<file path="src/rtl/gomoku_key_pkg.sv">
// gomoku_key_pkg: shared types and defaults for the key front end.
// Provides the channel-state enum, tick defaults and level helpers.
package gomoku_key_pkg;

  typedef enum logic [2:0] {
    ST_IDLE,
    ST_PRESS_DEB,
    ST_HELD,
    ST_LONG,
    ST_REL_DEB
  } chan_state_t;

  localparam int DEF_DEB_TICKS    = 4;
  localparam int DEF_LONG_TICKS   = 100;
  localparam int DEF_REPEAT_TICKS = 20;
  localparam int DEF_CNT_W        = 8;

  // Raw input level seen while the key is not pressed.
  function automatic logic released_level(input bit active_low);
    return active_low;
  endfunction

  function automatic int max_tick(input int a, input int b, input int c);
    int m;
    m = a;
    if (b > m) m = b;
    if (c > m) m = c;
    return m;
  endfunction

endpackage

</file>
<file path="src/rtl/key_input_bank_chan.sv">
// key_input_chan: one key channel (2-flop sync, debounce FSM, events).
// Ports: clk, rst_n, sample_en, key_raw in; key_level and pulses out.
module key_input_chan
  import gomoku_key_pkg::*;
#(
  parameter bit ACTIVE_LOW   = 1'b1,
  parameter int DEB_TICKS    = DEF_DEB_TICKS,
  parameter int LONG_TICKS   = DEF_LONG_TICKS,
  parameter int REPEAT_TICKS = DEF_REPEAT_TICKS,
  parameter int CNT_W        = DEF_CNT_W
) (
  input  logic clk,
  input  logic rst_n,
  input  logic sample_en,
  input  logic key_raw,
  output logic key_level,
  output logic key_press,
  output logic key_release,
  output logic key_long,
  output logic key_repeat
);

  localparam logic REL_LVL = released_level(ACTIVE_LOW);
  localparam logic [CNT_W-1:0] ONE   = CNT_W'(1);
  localparam logic [CNT_W-1:0] DEB_T = CNT_W'(DEB_TICKS);
  localparam logic [CNT_W-1:0] LNG_T = CNT_W'(LONG_TICKS);
  localparam logic [CNT_W-1:0] REP_T = CNT_W'(REPEAT_TICKS);

  logic        s1, s2, p;
  chan_state_t state;
  logic        long_flag;
  logic [CNT_W-1:0] cnt, hold_cnt, rep_cnt;
  logic [CNT_W-1:0] cnt_nx, hold_nx, rep_nx;

  assign p       = ACTIVE_LOW ? ~s2 : s2;
  assign cnt_nx  = cnt + ONE;
  assign hold_nx = hold_cnt + ONE;
  assign rep_nx  = rep_cnt + ONE;

  always_ff @(posedge clk or negedge rst_n) begin
    if (!rst_n) begin
      s1 <= REL_LVL;
      s2 <= REL_LVL;
    end else begin
      s1 <= key_raw;
      s2 <= s1;
    end
  end

  always_ff @(posedge clk or negedge rst_n) begin
    if (!rst_n) begin
      state       <= ST_IDLE;
      cnt         <= '0;
      hold_cnt    <= '0;
      rep_cnt     <= '0;
      long_flag   <= 1'b0;
      key_level   <= 1'b0;
      key_press   <= 1'b0;
      key_release <= 1'b0;
      key_long    <= 1'b0;
      key_repeat  <= 1'b0;
    end else begin
      key_press   <= 1'b0;
      key_release <= 1'b0;
      key_long    <= 1'b0;
      key_repeat  <= 1'b0;
      if (sample_en) begin
        unique case (state)
          ST_IDLE: begin
            if (p) begin
              if (DEB_TICKS == 1) begin
                state     <= ST_HELD;
                hold_cnt  <= '0;
                key_press <= 1'b1;
                key_level <= 1'b1;
              end else begin
                state <= ST_PRESS_DEB;
                cnt   <= ONE;
              end
            end
          end
          ST_PRESS_DEB: begin
            if (!p) begin
              state <= ST_IDLE;
              cnt   <= '0;
            end else if (cnt_nx == DEB_T) begin
              state     <= ST_HELD;
              cnt       <= '0;
              hold_cnt  <= '0;
              key_press <= 1'b1;
              key_level <= 1'b1;
            end else begin
              cnt <= cnt_nx;
            end
          end
          ST_HELD, ST_LONG: begin
            if (!p) begin
              // A one-sample debounce accepts the release immediately.
              if (DEB_TICKS == 1) begin
                state       <= ST_IDLE;
                key_release <= 1'b1;
                key_level   <= 1'b0;
                long_flag   <= 1'b0;
              end else begin
                state <= ST_REL_DEB;
                cnt   <= ONE;
              end
            end else if (state == ST_HELD) begin
              hold_cnt <= hold_nx;
              if (hold_nx == LNG_T) begin
                state     <= ST_LONG;
                long_flag <= 1'b1;
                key_long  <= 1'b1;
                rep_cnt   <= '0;
              end
            end else if (REPEAT_TICKS != 0) begin
              if (rep_nx == REP_T) begin
                rep_cnt    <= '0;
                key_repeat <= 1'b1;
              end else begin
                rep_cnt <= rep_nx;
              end
            end
          end
          ST_REL_DEB: begin
            // A glitch resumes the hold; hold/repeat counts stay frozen.
            if (p) begin
              state <= long_flag ? ST_LONG : ST_HELD;
              cnt   <= '0;
            end else if (cnt_nx == DEB_T) begin
              state       <= ST_IDLE;
              cnt         <= '0;
              key_release <= 1'b1;
              key_level   <= 1'b0;
              long_flag   <= 1'b0;
            end else begin
              cnt <= cnt_nx;
            end
          end
          default: state <= ST_IDLE;
        endcase
      end
    end
  end

endmodule

</file>
<file path="src/rtl/key_input_bank.sv">
// key_input_bank: NUM_KEYS debounced key channels with event pulses.
// Ports: clk, rst_n, sample_en, key_raw[N] in; level/press/release/long/repeat[N] out.
module key_input_bank
  import gomoku_key_pkg::*;
#(
  parameter int NUM_KEYS     = 4,
  parameter bit ACTIVE_LOW   = 1'b1,
  parameter int DEB_TICKS    = DEF_DEB_TICKS,
  parameter int LONG_TICKS   = DEF_LONG_TICKS,
  parameter int REPEAT_TICKS = DEF_REPEAT_TICKS,
  parameter int CNT_W        = DEF_CNT_W
) (
  input  logic                clk,
  input  logic                rst_n,
  input  logic                sample_en,
  input  logic [NUM_KEYS-1:0] key_raw,
  output logic [NUM_KEYS-1:0] key_level,
  output logic [NUM_KEYS-1:0] key_press,
  output logic [NUM_KEYS-1:0] key_release,
  output logic [NUM_KEYS-1:0] key_long,
  output logic [NUM_KEYS-1:0] key_repeat
);

  localparam int MAX_TICK =
    max_tick(DEB_TICKS, LONG_TICKS, REPEAT_TICKS);

  if (DEB_TICKS < 1) begin : g_bad_deb
    $error("DEB_TICKS must be >= 1");
  end
  if (LONG_TICKS <= DEB_TICKS) begin : g_bad_long
    $error("LONG_TICKS must exceed DEB_TICKS");
  end
  if ((MAX_TICK >> CNT_W) != 0) begin : g_bad_w
    $error("CNT_W too narrow for tick counts");
  end

  for (genvar i = 0; i < NUM_KEYS; i++) begin : g_chan
    key_input_chan #(
      .ACTIVE_LOW  (ACTIVE_LOW),
      .DEB_TICKS   (DEB_TICKS),
      .LONG_TICKS  (LONG_TICKS),
      .REPEAT_TICKS(REPEAT_TICKS),
      .CNT_W       (CNT_W)
    ) u_chan (
      .clk        (clk),
      .rst_n      (rst_n),
      .sample_en  (sample_en),
      .key_raw    (key_raw[i]),
      .key_level  (key_level[i]),
      .key_press  (key_press[i]),
      .key_release(key_release[i]),
      .key_long   (key_long[i]),
      .key_repeat (key_repeat[i])
    );
  end

endmodule

</file>
<file path="config.mk">
export PLATFORM = sky130hd
export DESIGN_NAME = key_input_bank
export DESIGN_NICKNAME = d
export VERILOG_FILES = /design/src/rtl/gomoku_key_pkg.sv /design/src/rtl/key_input_bank_chan.sv /design/src/rtl/key_input_bank.sv
export SDC_FILE = /design/constraint.sdc
export NUM_CORES = 1
export LEC_CHECK = 0
export ABC_CLOCK_PERIOD_IN_PS = 6400
export BUFFER_PORTS_ARGS = -buffer_cell sky130_fd_sc_hd__buf_2
export CORE_AREA = 2 2 123 125
export CTS_CLUSTER_SIZE = 12
export DETAILED_ROUTE_END_ITERATION = 10
export DIE_AREA = 0 0 125 127
export PLACE_DENSITY = 0.71
export SLEW_MARGIN = 20
export SYNTH_ARGS = -nofsm -noshare
export SYNTH_HDL_FRONTEND = slang
export SYNTH_SLANG_ARGS = --single-unit
</file>
<file path="constraint.sdc">
create_clock -name clk -period 6.4 [get_ports clk]
set_clock_uncertainty 0.2 [all_clocks]
set_input_delay 0.32 -clock clk [delete_from_list [all_inputs] [get_ports clk]]
set_output_delay 0.32 -clock clk [all_outputs]
set_load 0.05 [all_outputs]
</file>
==> results.tsv <==
metric	value	unit
status	finished clean	
insertion_delay	420	ps
slew_violations	0	
synth_area_leader_cell	dfrtp_1	
area_delta_synth_final	10.1	%
max-slew-margin-rel	45.1	%
diodes	0	
cts_setup_buffers	0	
synth_ff_type	dfrtp_1	
fp-row-count	44	
multi_input_area	3990	um^2
core_area	14400	um^2
ys_seq_elements	140	
holdWs	157	ps
worstSetupPathType	reg -> reg	
ant_nets	0	
min_path_type	reg -> reg	
final_layout_size_suffix_gt1_share	11.1	%
final_cell_count_no_fill	1064	
final_common_cell	dfrtp_1	
finalSetupViolations	0	
via_count	6528	
antenna_found_initial	0	
cts.path.max_buffers	2	
start_kind	flop	
total_power	3.16	mW
drtIter0Drc	580	
first_pass_iters	5	
mostFrequentLayoutCells	132 x dfrtp_1, 101 x o21ai_0, 73 x nand2_1	
cts_hold_buf	5	
grt_start_max_net_pins	75	
worst_pin_slew	823	ps
clk_pin_slew	60	ps
yosys_warnings	0	
rsz0062_at_grt	false	
design_area	8670	um^2
crit_arrival	2620	ps
setup_tns	0	ps
fin_crit	2510	ps
syn-num-nets	890	
regArea	3510	um^2
post-route-util	60.1	%
synthCells	867	
fillers	1244	
gp_congestion	0.881	
ys_async_sr_fraction	100	%
via_per_inst	6.14	
ir_drop	0.240	mV
start_util	54.6	%
place_area	7970	um^2
worst-path-max-fanout	8	
avgSynthCellArea	9.08	um^2
wl	16100	um
remaining_drc_errors	0	
cp.required	6500	ps
synth-seq-area-share	44.6	%
synth_area	7870	um^2
grt-ovfl-total	0	
cts_buffers	17	
synth_cell_types	82	
dp_hpwl	10700	um
dieArea	15900	um^2
setup_slack	3890	ps
clockRootBuffer	clkbuf_16	
post_cts_resized	0	
grt_pass1_wl	28500	um
leakage	3.86	nW
synth_top_area_share	42.0	%
fmax	398	MHz
ys_top_cells_by_area	dfrtp_1 42%, o21ai_0 6.4%, nand2_1 3.5%	
max_cap_viol_count	0	
h-tree-depth	4	
routedWlPerCell	15.1	um
die_h	127	um
numPlacedInstances	1027	
ioPinCount	27	
power_density	364	nW/um^2
synth_edf_count	0	
numPortBuffers	26	
cts_tree	built	
pre_cts_slack	3760	ps
cp-end-kind	flop	
grt_pass1_vias	6388	
fin_nets	890	
chipWidth	125	um
cts.sinks	140	
timing.final.crit_share	39.3	%
grt_util_all_layers	21.2	%
hold_viol_final	0	
==> cell usage after synthesis (3+ instances only) <==
cell type / number
o21a_1: 7
dfrtp_1: 132
or2_2: 7
nand3b_1: 7
nand2b_1: 21
a21o_1: 11
nand2_1: 73
and2_1: 12
nand4_1: 10
a32o_1: 3
nor3b_1: 6
a41oi_1: 3
ha_1: 16
xor2_1: 6
nor3_1: 21
mux2i_1: 9
nor2_1: 70
a22o_1: 8
nand3_1: 51
nor2b_1: 23
inv_1: 23
a21oi_1: 21
xnor2_1: 3
clkbuf_1: 20
and3b_1: 3
o211ai_1: 3
nand4b_1: 3
o21ai_0: 101
and3_1: 30
or3b_1: 3
o31ai_1: 20
mux2_2: 4
dfstp_2: 8
o21ai_1: 3
buf_2: 9
a31oi_1: 20
or3_1: 8
o22ai_1: 6
buf_4: 21
==> logic make-up (layout without fill, tap and decap cells) <==
group | after synthesis | after routing | share of synthesized area (%)
AND/OR/NAND/NOR | 376 | 376 | 26.1
AO/OA/AOI/OAI | 238 | 238 | 19.3
flip-flops | 140 | 140 | 44.6
buffers and inverters | 75 | 88 | 4.72
adder cells (fa/ha/maj) | 16 | 16 | 2.54
multiplexers | 13 | 13 | 1.72
XOR/XNOR | 9 | 9 | 1.00
==> layer usage <==
metal / GRT usage [%] / routed length [um]
met4: 7.39 / 242
met2: 36.7 / 7940
met1: 26.4 / 7310
met3: 4.82 / 578
met5: 0 / 0
==> critical path: stages, from the launching register on <==
cell	delay, ps
dfrtp_1	470
ha_1	300
nand3_1	190
or3_1	350
a311oi_1	430
nor2_1	150
a221o_1	310
==> state kept, by name (all words and copies together) (netlist names) <==
signal	cells
g_chan.u_chan.cnt	32
g_chan.u_chan.rep_cnt	32
g_chan.u_chan.key_repeat	4
g_chan.u_chan.s2	4
g_chan.u_chan.key_release	4
g_chan.u_chan.key_level	4
g_chan.u_chan.hold_cnt	32
g_chan.u_chan.key_long	4
g_chan.u_chan.s1	4
g_chan.u_chan.long_flag	4
g_chan.u_chan.state	12
g_chan.u_chan.key_press	4
==> power by group <==
group	internal [mW]	switching, mW	total [mW]	leakage, nW
clock network	0.691	0.369	1.06	0.315
logic	0.343	0.449	0.792	1.71
registers	1.03	0.271	1.31	1.83
total	2.07	1.09	3.16	3.86
==> final cells by class <==
class / count / share of cell area, %
timing repair buffer: 33 / 2.32
sequential: 140 / 40.5
tap: 184 / 2.66
clock buffer: 21 / 5.54
inverter: 23 / 0.996
clock inverter: 11 / 1.89
multi-input combinational: 652 / 46.0
==> final timing paths <==
kind                                               endpoint  slack, ps                   startpoint  cells after the start
worst max register to register  g_chan[1].u_chan.rep_cnt[2]       3890  g_chan[1].u_chan.rep_cnt[0]                      6
worst min-delay path                    g_chan[2].u_chan.s2        160          g_chan[2].u_chan.s1                      0
worst max-delay path            g_chan[1].u_chan.rep_cnt[2]       3890  g_chan[1].u_chan.rep_cnt[0]                      6
min in group asynchronous       g_chan[3].u_chan.key_repeat        270                        rst_n                      2
max in group asynchronous         g_chan[2].u_chan.state[0]       4470                        rst_n                      3
worst min register to register          g_chan[2].u_chan.s2        160          g_chan[2].u_chan.s1                      0
Note: power is estimated with default switching activity, not from simulation.
